==> config.mk <==
export PLATFORM = sky130hd
export DESIGN_NAME = input_periph_regs_flat
export DESIGN_NICKNAME = d
export VERILOG_FILES = /design/src/rtl/ip_mem_pkg.sv /design/src/rtl/input_periph_regs_if.sv /design/src/rtl/btn_debounce.sv /design/src/rtl/input_periph_regs.sv /design/src/flat_wrapper.sv
export SDC_FILE = /design/constraint.sdc
export NUM_CORES = 1
export LEC_CHECK = 0
export ABC_AREA = 0
export CORE_UTILIZATION = 52
export DETAILED_ROUTE_END_ITERATION = 7
export PLACE_DENSITY = 0.87
export SYNTH_ARGS = -nofsm -noshare
export SYNTH_HDL_FRONTEND = slang
export SYNTH_HIERARCHICAL = 1
export SYNTH_SLANG_ARGS = --single-unit
==> constraint.sdc <==
create_clock -name i_clk -period 8.62 [get_ports i_clk]
set_input_delay 1.724 -clock i_clk [delete_from_list [all_inputs] [get_ports i_clk]]
set_output_delay 1.724 -clock i_clk [all_outputs]
set_load 0.01 [all_outputs]
==> src/rtl/ip_mem_pkg.sv <==
// Shared constants for the input-peripheral register block: register
// indices inside the 32-byte window and the default window placement.
package ip_mem_pkg;

  localparam logic [2:0] IDX_SW     = 3'd0;
  localparam logic [2:0] IDX_SWEDGE = 3'd1;
  localparam logic [2:0] IDX_BTN    = 3'd4;
  localparam logic [2:0] IDX_EDGE   = 3'd5;
  localparam logic [2:0] IDX_DBLIM  = 3'd6;

  localparam logic [31:0] DEFAULT_BASE_ADDR = 32'h0000_7800;
  localparam int          WINDOW_BYTES      = 32;

endpackage

==> src/rtl/input_periph_regs_if.sv <==
// LSU load/store bus as seen by the input-peripheral register block.
// There is no handshake: a write is a one-cycle i_lsu_wren strobe with
// address and data valid in that cycle, and o_ip_data answers the address
// presented in the previous cycle.
interface input_periph_regs_if;

  logic [31:0] i_lsu_addr;
  logic        i_lsu_wren;
  logic [31:0] i_st_data;
  logic [31:0] o_ip_data;

  modport master (output i_lsu_addr, output i_lsu_wren, output i_st_data,
                  input  o_ip_data);
  modport slave  (input  i_lsu_addr, input  i_lsu_wren, input  i_st_data,
                  output o_ip_data);

endinterface

==> src/rtl/btn_debounce.sv <==
// Debouncer for one already-synchronised button. The level changes only
// after the input has disagreed with it for eff_lim consecutive cycles
// (a limit of 0 behaves as 1). o_rise pulses in the cycle the level is
// about to go 0->1 so the caller can latch it alongside the level update.
module btn_debounce #(
  parameter int DB_WIDTH = 16
) (
  input  logic                i_clk,
  input  logic                i_rst,
  input  logic                i_in,
  input  logic [DB_WIDTH-1:0] i_lim,
  output logic                o_level,
  output logic                o_rise
);

  logic [DB_WIDTH-1:0] cnt_q, cnt_d;
  logic [DB_WIDTH-1:0] lim_m1;
  logic                lvl_q, lvl_d;
  logic                flip;

  // A limit already exceeded by cnt flips on the next mismatch.
  assign lim_m1 = (i_lim == '0) ? '0 : i_lim - DB_WIDTH'(1);
  assign flip   = (i_in != lvl_q) && (cnt_q >= lim_m1);

  // Next-state: restart on agreement, flip when the run is long enough.
  always_comb begin
    cnt_d = cnt_q;
    lvl_d = lvl_q;
    if (i_in == lvl_q) begin
      cnt_d = '0;
    end else if (flip) begin
      lvl_d = i_in;
      cnt_d = '0;
    end else begin
      cnt_d = cnt_q + DB_WIDTH'(1);
    end
  end

  // Counter and debounced level registers.
  always_ff @(posedge i_clk) begin
    if (i_rst) begin
      cnt_q <= '0;
      lvl_q <= 1'b0;
    end else begin
      cnt_q <= cnt_d;
      lvl_q <= lvl_d;
    end
  end

  assign o_level = lvl_q;
  assign o_rise  = flip & i_in;

endmodule

==> src/rtl/input_periph_regs.sv <==
// Input-peripheral register block on the LSU load path: synchronised
// switches, debounced buttons, sticky W1C button-press flags and a
// programmable debounce limit, read back through a registered data port.
// Optional feature macro: IP_MEM_SW_EDGE_EN adds a sticky per-switch
// change register (SWEDGE) at index 1 and folds it into o_btn_evt.
module input_periph_regs
  import ip_mem_pkg::*;
#(
  parameter int                  NUM_SW    = 32,
  parameter int                  NUM_BTN   = 4,
  parameter logic [31:0]         BASE_ADDR = DEFAULT_BASE_ADDR,
  parameter int                  DB_WIDTH  = 16,
  parameter logic [DB_WIDTH-1:0] DB_RESET  = DB_WIDTH'(50000)
) (
  input  logic                     i_clk,
  input  logic                     i_rst,
  input_periph_regs_if.slave       lsu,
  input  logic [NUM_SW-1:0]        i_io_sw,
  input  logic [NUM_BTN-1:0]       i_io_btn,
  output logic                     o_btn_evt
);

  localparam int WIN_LSB = $clog2(WINDOW_BYTES);

  logic [NUM_SW-1:0]   sw_s1_q, sw_s2_q;
  logic [NUM_BTN-1:0]  btn_s1_q, btn_s2_q;
  logic [NUM_BTN-1:0]  btn_db, btn_rise;
  logic [NUM_BTN-1:0]  btn_edge_q, btn_edge_d;
  logic [DB_WIDTH-1:0] dblim_q, dblim_d;
  logic [31:0]         rdata_q, rdata_d;
  logic                evt_q, evt_d;
  logic                hit;
  logic [2:0]          idx;
  logic                wr_edge, wr_dblim;
  logic                unused_ok;

  assign hit      = (lsu.i_lsu_addr[31:WIN_LSB] == BASE_ADDR[31:WIN_LSB]);
  assign idx      = lsu.i_lsu_addr[4:2];
  assign wr_edge  = lsu.i_lsu_wren && hit && (idx == IDX_EDGE);
  assign wr_dblim = lsu.i_lsu_wren && hit && (idx == IDX_DBLIM);

  // Byte offset and write-data bits beyond each register are don't-care.
  assign unused_ok = ^{lsu.i_lsu_addr[1:0], lsu.i_st_data};

  for (genvar g = 0; g < NUM_BTN; g++) begin : g_db
    btn_debounce #(.DB_WIDTH(DB_WIDTH)) u_db (
      .i_clk   (i_clk),
      .i_rst   (i_rst),
      .i_in    (btn_s2_q[g]),
      .i_lim   (dblim_q),
      .o_level (btn_db[g]),
      .o_rise  (btn_rise[g])
    );
  end

`ifdef IP_MEM_SW_EDGE_EN
  logic [NUM_SW-1:0] sw_prev_q, sw_edge_q, sw_edge_d;
  logic              wr_swedge;

  assign wr_swedge = lsu.i_lsu_wren && hit && (idx == IDX_SWEDGE);

  // Sticky switch-change flags; a new change wins over a same-cycle clear.
  always_comb begin
    sw_edge_d = (sw_edge_q & ~(wr_swedge ? lsu.i_st_data[NUM_SW-1:0] : '0))
              | (sw_s2_q ^ sw_prev_q);
  end

  // Previous synchronised switch value and change flags.
  always_ff @(posedge i_clk) begin
    if (i_rst) begin
      sw_prev_q <= '0;
      sw_edge_q <= '0;
    end else begin
      sw_prev_q <= sw_s2_q;
      sw_edge_q <= sw_edge_d;
    end
  end
`endif

  // Sticky press flags, limit update, event OR and read mux.
  always_comb begin
    btn_edge_d = (btn_edge_q & ~(wr_edge ? lsu.i_st_data[NUM_BTN-1:0] : '0))
               | btn_rise;
    dblim_d    = wr_dblim ? lsu.i_st_data[DB_WIDTH-1:0] : dblim_q;
`ifdef IP_MEM_SW_EDGE_EN
    evt_d      = (|btn_edge_d) | (|sw_edge_d);
`else
    evt_d      = |btn_edge_d;
`endif
    rdata_d    = '0;
    if (hit) begin
      case (idx)
        IDX_SW:     rdata_d = 32'(sw_s2_q);
`ifdef IP_MEM_SW_EDGE_EN
        IDX_SWEDGE: rdata_d = 32'(sw_edge_q);
`endif
        IDX_BTN:    rdata_d = 32'(btn_db);
        IDX_EDGE:   rdata_d = 32'(btn_edge_q);
        IDX_DBLIM:  rdata_d = 32'(dblim_q);
        default:    rdata_d = '0;
      endcase
    end
  end

  // Synchronisers and register state.
  always_ff @(posedge i_clk) begin
    if (i_rst) begin
      sw_s1_q    <= '0;
      sw_s2_q    <= '0;
      btn_s1_q   <= '0;
      btn_s2_q   <= '0;
      btn_edge_q <= '0;
      dblim_q    <= DB_RESET;
      rdata_q    <= '0;
      evt_q      <= 1'b0;
    end else begin
      sw_s1_q    <= i_io_sw;
      sw_s2_q    <= sw_s1_q;
      btn_s1_q   <= i_io_btn;
      btn_s2_q   <= btn_s1_q;
      btn_edge_q <= btn_edge_d;
      dblim_q    <= dblim_d;
      rdata_q    <= rdata_d;
      evt_q      <= evt_d;
    end
  end

  assign lsu.o_ip_data = rdata_q;
  assign o_btn_evt     = evt_q;

endmodule
==> src/flat_wrapper.sv <==
// flat-port wrapper written by rule: the top's interface ports become plain ports
module input_periph_regs_flat import ip_mem_pkg::*;
#(
  parameter int                  NUM_SW    = 32,
  parameter int                  NUM_BTN   = 4,
  parameter logic [31:0]         BASE_ADDR = DEFAULT_BASE_ADDR,
  parameter int                  DB_WIDTH  = 16,
  parameter logic [DB_WIDTH-1:0] DB_RESET  = DB_WIDTH'(50000)
)
  (i_clk, i_rst, i_io_sw, i_io_btn, o_btn_evt, lsu_i_lsu_addr, lsu_i_lsu_wren, lsu_i_st_data, lsu_o_ip_data);
  input_periph_regs_if lsu_i ();
  input  logic i_clk;
  input  logic i_rst;
  input  logic [NUM_SW-1:0] i_io_sw;
  input  logic [NUM_BTN-1:0] i_io_btn;
  output logic o_btn_evt;
  input wire logic [$bits(lsu_i.i_lsu_addr)-1:0] lsu_i_lsu_addr;
  input wire logic [$bits(lsu_i.i_lsu_wren)-1:0] lsu_i_lsu_wren;
  input wire logic [$bits(lsu_i.i_st_data)-1:0] lsu_i_st_data;
  output wire logic [$bits(lsu_i.o_ip_data)-1:0] lsu_o_ip_data;
  assign lsu_i.i_lsu_addr = lsu_i_lsu_addr;
  assign lsu_i.i_lsu_wren = lsu_i_lsu_wren;
  assign lsu_i.i_st_data = lsu_i_st_data;
  assign lsu_o_ip_data = lsu_i.o_ip_data;
  input_periph_regs #(.NUM_SW(NUM_SW), .NUM_BTN(NUM_BTN), .BASE_ADDR(BASE_ADDR), .DB_WIDTH(DB_WIDTH), .DB_RESET(DB_RESET)) u_core (.i_clk(i_clk), .i_rst(i_rst), .lsu(lsu_i), .i_io_sw(i_io_sw), .i_io_btn(i_io_btn), .o_btn_evt(o_btn_evt));
endmodule
==> out/metrics.yaml <==
global_route:
  first_pass_grt_wire_length_um: 36500
  track_usage_pct: 23.3
  globalRouteMet1Util_pct: 29.4
  grt_antenna_before_repair: 0
  met3_usage_pct: 4.72
  gr-usage-met2_pct: 39.4
  gr-max-usage-layer: "met2"
  grt_start_max_net_pins: 55
  grt-ovfl-total: 0
  vias_in_the_first_global_route: 7548
synthesis:
  most_frequently_used_cell_type_in_the_post_synthesis_netlist: "sky130_fd_sc_hd__dfxtp_1"
  synthTopCellsByCount: "sky130_fd_sc_hd__dfxtp_1, sky130_fd_sc_hd__nor2_1, sky130_fd_sc_hd__nand2_1"
  netlist.top_cell.by_area: "sky130_fd_sc_hd__dfxtp_1"
  synth_area_um2: 9920
  synth_top_cells_by_area: "sky130_fd_sc_hd__dfxtp_1, sky130_fd_sc_hd__ha_1, sky130_fd_sc_hd__xor2_1, sky130_fd_sc_hd__nor2b_1, sky130_fd_sc_hd__xnor2_1"
  ys_dominant_reg_cell: "sky130_fd_sc_hd__dfxtp_1"
  yosys.area.top_type_share_pct: 38.9
  synth_seq_area_share_pct: 38.9
  synth_edf_count: 0
  async_flop_share_pct: 0
  post_synth_inst_count: 1093
  syn-num-nets: 1272
  synth-seq-cells: 193
  number_of_warnings_issued_by_yosys: 6
  mean_instance_size_in_the_synthesized_netlist_um2: 9.08
  yosys.cell_types.count: 56
setup_path:
  endpoint_kind: "register"
  critical_path.startpoint_type: "primary input"
  critical_path_launch_point: "lsu_i_lsu_addr[13]"
  arrival_ns: 4.67
  setup.worst_path.class: "primary input to register"
  critPathRequiredTime_ns: 8.96
  worst_r2r_startpoint: "u_core/dblim_q[7]$_SDFFE_PP0P_"
  worstPathMaxFanout: 28
timing:
  post-route-period-util_pct: 50.2
  final-hold-violation-count: 0
  totalNegativeSetupSlack_ns: 0
  skew_ns: 0.0119
  finalCriticalPeriod_ns: 4.33
  fmaxAchievable_mhz: 231
  final-setup-viol-count: 0
  pins_over_their_slew_limit: 0
  grt_setup_unrepaired: "no"
  slew_headroom_pct: 37.1
  worst_pin_slew_ns: 0.942
cells_and_area:
  finish.utilization_pct: 63.3
  nFillCells: 1425
  nets_finish: 1371
  n_antenna_cell: 0
  post_layout_nonfiller_instances: 1439
  layout.cell_area.non_filler_um2: 11800
  share_of_layout_cells_above_drive_strength_1_pct: 6.14
  area_growth_syn_to_layout_pct: 19.4
power:
  comb_power_share_pct: 4.7
  power.clock.fraction_pct: 45.2
  p_per_area_nw_per_um2: 154
  internal-power_w: 0.00136
  sequentialPowerShare_pct: 50.0
  switching_share_pct: 25.2
  vdd.ir_drop.worst_mv: 0.142
  p_leak_nw: 4.68
  power_w: 0.00182
  switching_power_w: 0.000459
clock_network:
  cts.sinks: 193
  cts_post_setup_buffers_inserted: 0
  post_cts_hold_buffer_count: 0
  numCtsBuffers: 17
  insertion_delay_ns: 0.44
  clk_path_buf_depth: 2
  cts_resized: 0
  clkTransAtPathRegs_ns: 0.08
  clk_root_buffer_cell: "sky130_fd_sc_hd__clkbuf_16"
  cts.htree.levels: 4
  cts_tree: "built"
floorplanning:
  total_die_area_um2: 19600
  core_area_um2: 18700
  die_w_um: 140
  placement_rows: 50
  die-height_um: 140
  pin_count: 136
  initial_cell_density_of_the_core_pct: 53.0
place:
  io_buffers: 117
  placed_cells_incl_taps: 1407
  dp_hpwl_um: 15800
  dpl-instance-area_um2: 11200
  gpl.final_weighted_congestion: 0.835
routing:
  vias_per_cell: 5.62
  ant_nets: 0
  drt_iter0_drc: 601
  detail_route.wl_per_cell_um: 15.7
  dr.pass1.iters: 5
  route.vias.total: 8080
  route.final.wire_length_um: 22600
  drc: 0
run:
  maxCapViolations: 0
status:
  outcome: "completed"
hold_path:
  timing.hold.worst.start: "u_core/sw_s1_q[6]$_SDFF_PP0_"
  hold_crit_path_type: "register to register"
## through the flow
| stage | hold slack (ns) | setup slack, ns |
|---|---|---|
| 2_1_floorplan | 0.414 | 5.23 |
| 3_3_place_gp | 0.416 | 3.96 |
| 3_5_place_dp | 0.420 | 3.85 |
| 4_1_cts | 0.438 | 4.33 |
| 5_1_grt | 0.453 | 4.06 |
| 6_report | 0.437 | 4.29 |
## registers in the layout, indices dropped and copies added (netlist names)
signal,flops
u_core/btn_edge_q,4
u_core/btn_s1_q,4
u_core/sw_s2_q,32
u_core/sw_s1_q,32
u_core/lsu.o_ip_data,32
u_core/btn_s2_q,4
u_core/g_db.u_db/cnt_q,64
u_core/dblim_q,16
u_core/o_btn_evt,1
u_core/g_db.u_db/o_level,4
## cell type report
cell class	instances	area, µm²	share of cell area (%)
Clock inverter	15	216	1.83
Sequential cell	193	3860	32.6
Inverter	23	86.3	0.729
Tap cell	234	293	2.47
Timing Repair Buffer	121	1200	10.1
Multi-Input combinational cell	836	5760	48.7
Clock buffer	17	425	3.59
## placed cells by master, fill, tap and decap left out, types with 15 or more instances in the layout
cell type and instances:
sky130_fd_sc_hd__a21oi_1 31, sky130_fd_sc_hd__a22oi_1 15, sky130_fd_sc_hd__and3_1 17, sky130_fd_sc_hd__clkbuf_16 17, sky130_fd_sc_hd__clkdlybuf4s50_1 116, sky130_fd_sc_hd__dfxtp_1 193
sky130_fd_sc_hd__ha_1 76, sky130_fd_sc_hd__inv_1 23, sky130_fd_sc_hd__nand2_1 106, sky130_fd_sc_hd__nand2b_1 15, sky130_fd_sc_hd__nand3_1 39, sky130_fd_sc_hd__nand4_1 31
sky130_fd_sc_hd__nor2_1 115, sky130_fd_sc_hd__nor2b_1 82, sky130_fd_sc_hd__nor3_1 32, sky130_fd_sc_hd__o21ai_0 18, sky130_fd_sc_hd__o31ai_1 15, sky130_fd_sc_hd__xnor2_1 50
sky130_fd_sc_hd__xor2_1 61
## per-layer routing
layer  vias up  share of wire [%]
met5         -                  0
met4         0                2.2
met3        35                5.2
met2       260                 48
met1      3802                 44
li1       3983                  -
## power groups by stage
stage	sequential [W]	clock, W	combinational, W
2_1_floorplan	0.000931	0	0.0000348
3_3_place_gp	0.000932	0	0.0000838
3_5_place_dp	0.000932	0	0.0000853
4_1_cts	0.000911	0.000830	0.0000857
5_1_grt	0.000913	0.000869	0.0000919
6_report	0.000911	0.000823	0.0000861
## critical path, cell delays in order
cell	delay, ns
sky130_fd_sc_hd__clkdlybuf4s50_1	0.45
sky130_fd_sc_hd__nor4bb_1	0.32
sky130_fd_sc_hd__nand4_1	0.79
sky130_fd_sc_hd__or4_1	0.76
sky130_fd_sc_hd__buf_4	0.27
sky130_fd_sc_hd__nor4b_1	0.35
## cells by family (layout without fill, tap and decap cells)
kind of cell / count (synthesis) / in the layout / synth area share [%]
and+or+nand+nor: 529 / 529 / 30.5
DFF: 193 / 193 / 38.9
AOI/OAI and AO/OA: 112 / 112 / 7.36
xor gates and xnor gates: 111 / 111 / 9.80
adders and majority gates: 76 / 76 / 9.58
buffers and inverters: 64 / 176 / 2.98
muxes: 8 / 8 / 0.807
## final timing paths
| check | to | slack (ns) | cells after the start |
|---|---|---|---|
| max | u_core/lsu.o_ip_data[22]$_SDFF_PP0_ | 4.29 | 6 |
| max reg2reg | u_core/o_btn_evt$_SDFF_PP0_ | 4.44 | 13 |
| min reg2reg | u_core/sw_s2_q[6]$_SDFF_PP0_ | 0.44 | 1 |
| min | u_core/sw_s2_q[6]$_SDFF_PP0_ | 0.44 | 1 |
Power figures use the tool's default switching activity.
